<file path="config.mk">
export PLATFORM = sky130hd
export DESIGN_NAME = acc_drain
export DESIGN_NICKNAME = d
export VERILOG_FILES = /design/src/rtl/systolic_pkg.sv /design/src/rtl/acc_requant.sv /design/src/rtl/acc_drain.sv
export SDC_FILE = /design/constraint.sdc
export NUM_CORES = 1
export LEC_CHECK = 0
export CORE_ASPECT_RATIO = 1.4
export CORE_MARGIN = 2
export CORE_UTILIZATION = 52
export CTS_CLUSTER_DIAMETER = 30
export DETAILED_ROUTE_END_ITERATION = 16
export GPL_TIMING_DRIVEN = 0
export PLACE_DENSITY = 0.84
export SETUP_SLACK_MARGIN = 0.02
export SKIP_CTS_REPAIR_TIMING = 1
export SLEW_MARGIN = 10
export SYNTH_ARGS = -nofsm -noshare
export SYNTH_HDL_FRONTEND = slang
export SYNTH_HIERARCHICAL = 1
export SYNTH_SLANG_ARGS = --single-unit
</file>
<file path="constraint.sdc">
create_clock -name iClk -period 3.1 [get_ports iClk]
set_input_delay 0.62 -clock iClk [delete_from_list [all_inputs] [get_ports iClk]]
set_output_delay 0.62 -clock iClk [all_outputs]
set_load 0.01 [all_outputs]
</file>
<file path="src/rtl/systolic_pkg.sv">
// Shared definitions for the systolic array readout blocks.
// Holds the drain FSM encoding, the PE accumulator width and a width helper.
package systolic_pkg;

    localparam int ACC_W_DEFAULT = 20;

    typedef enum logic {
        ST_IDLE  = 1'b0,
        ST_DRAIN = 1'b1
    } drain_state_e;

    function automatic int clog2(input int value);
        int result;
        int rem;
        result = 0;
        rem    = value - 1;
        while (rem > 0) begin
            result = result + 1;
            rem    = rem >> 1;
        end
        return result;
    endfunction

endpackage

</file>
<file path="src/rtl/acc_requant.sv">
// Combinational requantiser: logical right shift, then unsigned saturation
// to OUT_W bits. Shared by the accumulator readout paths.
module acc_requant #(
    parameter int ACC_W = 20,
    parameter int OUT_W = 8,
    parameter int SHIFT = 0
) (
    input  logic [ACC_W-1:0] acc_i,
    output logic [OUT_W-1:0] data_o
);

    localparam logic [ACC_W-1:0] SAT_MAX = ACC_W'((64'd1 << OUT_W) - 64'd1);

    logic [ACC_W-1:0] shifted;

    always_comb begin
        shifted = acc_i >> SHIFT;
        data_o  = (shifted > SAT_MAX) ? SAT_MAX[OUT_W-1:0] : shifted[OUT_W-1:0];
    end

endmodule

</file>
<file path="src/rtl/acc_drain.sv">
// Snapshots a PE column's accumulators on iDone, clears the PEs in the same
// cycle and streams the requantised words out over oValid/iReady.
module acc_drain
    import systolic_pkg::*;
#(
    parameter int N     = 4,
    parameter int ACC_W = ACC_W_DEFAULT,
    parameter int OUT_W = 8,
    parameter int SHIFT = 0,
    parameter int IDX_W = clog2(N)
) (
    input  logic               iClk,
    input  logic               iRstN,
    input  logic [N*ACC_W-1:0] iAcc,
    input  logic               iDone,
    output logic               oClearAcc,
    output logic               oValid,
    input  logic               iReady,
    output logic [OUT_W-1:0]   oData,
    output logic [IDX_W-1:0]   oIndex,
    output logic               oLast,
    output logic               oBusy,
    output logic               oOverflow
);

    // Handshake: a word transfers on any rising edge where oValid && iReady.
    // oValid stays high, with oData/oIndex/oLast stable, until that transfer.

    drain_state_e       state_q, state_d;
    logic [IDX_W-1:0]   idx_q, idx_d;
    logic [N*ACC_W-1:0] bank_q, bank_d;
    logic               valid_q, valid_d;
    logic [OUT_W-1:0]   data_q, data_d;
    logic               last_q, last_d;
    logic               ovf_q, ovf_d;

    logic               hs;
    logic               capture;
    logic [IDX_W-1:0]   idx_nxt;
    logic [ACC_W-1:0]   sel_word;
    logic [ACC_W-1:0]   rq_in;
    logic [OUT_W-1:0]   rq_out;

    // oData is registered, so the requantiser looks one word ahead: either
    // PE0 of the incoming snapshot or the bank entry after the current index.
    acc_requant #(
        .ACC_W (ACC_W),
        .OUT_W (OUT_W),
        .SHIFT (SHIFT)
    ) u_requant (
        .acc_i  (rq_in),
        .data_o (rq_out)
    );

    always_comb begin
        hs       = valid_q && iReady;
        capture  = iDone && ((state_q == ST_IDLE) || (hs && last_q));
        idx_nxt  = idx_q + IDX_W'(1);
        sel_word = '0;
        for (int k = 0; k < N; k++) begin
            if (IDX_W'(k) == idx_nxt) begin
                sel_word = bank_q[k*ACC_W +: ACC_W];
            end
        end
        rq_in = capture ? iAcc[ACC_W-1:0] : sel_word;
    end

    always_comb begin
        state_d = state_q;
        idx_d   = idx_q;
        bank_d  = bank_q;
        valid_d = valid_q;
        data_d  = data_q;
        last_d  = last_q;
        ovf_d   = ovf_q;

        if (iDone && !capture) begin
            ovf_d = 1'b1;
        end

        if (capture) begin
            state_d = ST_DRAIN;
            bank_d  = iAcc;
            idx_d   = '0;
            valid_d = 1'b1;
            data_d  = rq_out;
            last_d  = 1'b0;
        end else if (hs && last_q) begin
            state_d = ST_IDLE;
            idx_d   = '0;
            valid_d = 1'b0;
            data_d  = '0;
            last_d  = 1'b0;
        end else if (hs) begin
            idx_d  = idx_nxt;
            data_d = rq_out;
            last_d = (idx_nxt == IDX_W'(N - 1));
        end
    end

    always_ff @(posedge iClk or negedge iRstN) begin
        if (!iRstN) begin
            state_q <= ST_IDLE;
            idx_q   <= '0;
            bank_q  <= '0;
            valid_q <= 1'b0;
            data_q  <= '0;
            last_q  <= 1'b0;
            ovf_q   <= 1'b0;
        end else begin
            state_q <= state_d;
            idx_q   <= idx_d;
            bank_q  <= bank_d;
            valid_q <= valid_d;
            data_q  <= data_d;
            last_q  <= last_d;
            ovf_q   <= ovf_d;
        end
    end

    assign oClearAcc = capture && iRstN;
    assign oValid    = valid_q;
    assign oData     = data_q;
    assign oIndex    = idx_q;
    assign oLast     = last_q;
    assign oBusy     = (state_q == ST_DRAIN);
    assign oOverflow = ovf_q;

endmodule

</file>
==> results.txt <==
initial antenna violation count - 0
Congestion Overflow GR - 0
leak pwr - 2.92 nW
NumNets Final - 624
Rows - 42
unrepaired setup endpoints after global routing - true
drt total wl - 12900 µm
mean number of vias per cell - 5.95
I/O pins - 99
Seq/Total Area, Yosys - 46.7%
clk_lat worst skew - 0.35 ns
layout cell share with drive strength beyond 1 - 18.5%
CP arrival - 2.36 ns
die width - 86.7 µm
Root Driver - clkbuf_16
Tightest Hold Check Type - in -> async
worst-margin pin slew - 0.601 ns
Yosys warnings - 6
Final HPWL DP - 9570 µm
CTS Buf Count - 9
first-pass GRT wire length - 20800 µm
status - completed
Initial Utilization - 53.0%
FMAX - 336 MHz
leading area contributor after synthesis - dfrtp_1
DR pass1 iterations - 5
fill cell count - 681
pwr dens - 985 nW/µm²
Synth-to-Final Area Change - 30.7%
relative slew slack - 59.9%
Area contributors post-synth - dfrtp_1, mux2_4, nor2b_1, a211oi_1, and3b_1
crit path capture type - output pin
vias in the first global route - 4150
diodes inserted - 0
Final min period - 2.98 ns
CTS max path bufs - 2
global placer's final weighted congestion - 0.912
DRT iter0 DRCs - 279
CP max FO - 10
synthesis-stage register bit count - 93
Core Area - 9410 µm²
area of the multi-input gates - 2400 µm²
clk sinks - 93
vias post-DR - 3876
most common cell after layout, fill and taps aside - clkdlybuf4s50_1
antenna-violating nets left - 0
gr usage total - 26.5%
Req. time, crit path - 2.48 ns
WL/cell - 19.8 µm
Fin. Hold Viols - 0
area share of the leading cell type in the synthesized netlist - 46.7%
Hold Worst Slack - 0.218 ns
H-Tree Depth - 3
Slew Viols, Final - 0
die extent in y - 120 µm
Die ar. - 10400 µm²
Setup crit start kind - input pin
clock skew - 0.00509 ns
Mapped Nets - 511
most frequent cells in the layout - clkdlybuf4s50_1, dfrtp_1, mux2_4
syn avg cell area - 11.8 µm²
maximum vdd drop - 0.452 mV
Yosys cell types - 32
largest net degree at the start of global routing - 64
I/O Buffers - 98
TritonCTS clock tree - built
WS Path Type - in -> out
setup violators final - 0
Tcrit/Tclk final - 96.1%
MaxCap Viol Count - 0
DRC - 0
Total Power - 6.41 mW
synthesized area - 4980 µm²
Syn Inst Count - 423
register area - 2330 µm²
CTS clock-pin slew for the worst setup and hold paths - 0.06 ns
-- worst max-delay path, cell delays in order --
cell             delay, ns
clkdlybuf4s50_1       0.55
clkbuf_4              0.24
buf_2                 0.25
and3_1                0.18
clkdlybuf4s50_1       0.53
-- path summary, 6_finish.rpt --
path	to	startpoint	slack, ns	cells past startpoint
worst min-delay path	bank_q[62]$_DFFE_PN0P_	iRstN	0.22	1
min in group iClk	oOverflow$_DFFE_PN0P_	oOverflow$_DFFE_PN0P_	0.48	1
worst max-delay path	oClearAcc	iDone	0.12	5
max in group asynchronous	bank_q[78]$_DFFE_PN0P_	iRstN	2.23	2
worst min register to register	oOverflow$_DFFE_PN0P_	oOverflow$_DFFE_PN0P_	0.48	1
worst max register to register	oData[7]$_DFFE_PN0P_	oIndex[1]$_DFFE_PN0P_	0.21	11
-- through the flow --
step | utilization (%) | worst slack [ns] | instance area (µm²) | std cells | TNS [ns]
after floorplan | - | 0.524 | 4980 | 423 | 0
after global placement | 64.8 | -2.58 | 6100 | 631 | -178.95
after detailed placement | 65.1 | -0.419 | 6120 | 632 | -3.18
after CTS | 68.6 | -0.222 | 6450 | 648 | -0.864
after global routing | 69.2 | -0.00265 | 6510 | 651 | -0.00265
final | 69.2 | 0.121 | 6510 | 651 | 0
-- sequential cells by signal, indices dropped and copies added, names as in the netlist --
signal,cells
oValid,1
oIndex,2
oOverflow,1
oData,8
oLast,1
bank_q,80
-- cell families (layout without fill, tap and decap cells) --
| logic type | count (synthesis) | count (layout) | share of synthesized area (%) |
|---|---|---|---|
| AOI/OAI and AO/OA | 110 | 110 | 15.0 |
| adders and majority gates | 4 | 4 | 1.00 |
| buffers and inverters | 58 | 176 | 5.55 |
| DFF | 93 | 93 | 46.7 |
| muxes | 62 | 62 | 18.5 |
| and+or+nand+nor | 96 | 96 | 13.2 |
-- synthesized netlist by cell type, drive strengths merged --
master / count
dfrtp: 93
mux2: 61
nor2b: 36
a211oi: 28
clkbuf: 25
inv: 23
o21ai: 21
a21o: 20
and3b: 20
nand3: 20
o31ai: 20
buf: 10
a21oi: 8
a31oi: 8
nand4b: 8
ha: 4
nand2: 3
nor4: 3
a22o: 2
a21bo: 1
and2: 1
and3: 1
mux2i: 1
nand2b: 1
nor2: 1
nor3b: 1
o21bai: 1
o22ai: 1
or3b: 1
-- metal layers --
layer | vias up | global-route usage (%) | part of all wire, % | wire length, µm
met1 | 1873 | 31.3 | 37 | 4830
met4 | 0 | 13.0 | 4.2 | 538
met3 | 41 | 6.40 | 6.5 | 836
met2 | 204 | 44.5 | 52 | 6690
met5 | - | 0 | 0 | 0
li1 | 1758 | - | - | -
-- power breakdown --
part / switching (mW) / internal, mW
Sequential: 0.407 / 1.80
Clock: 0.469 / 0.752
Combinational: 1.34 / 1.64
Total: 2.21 / 4.20
-- cell type report --
cell class	count	area share, %
Clock buffer	13	4.00
Timing Repair Buffer	102	15.8
Sequential cell	93	35.7
Clock inverter	3	1.04
Buffer	35	3.06
Multi-Input combinational cell	272	36.9
Inverter	23	1.33
Tap cell	110	2.11
Power figures use the tool's default switching activity.
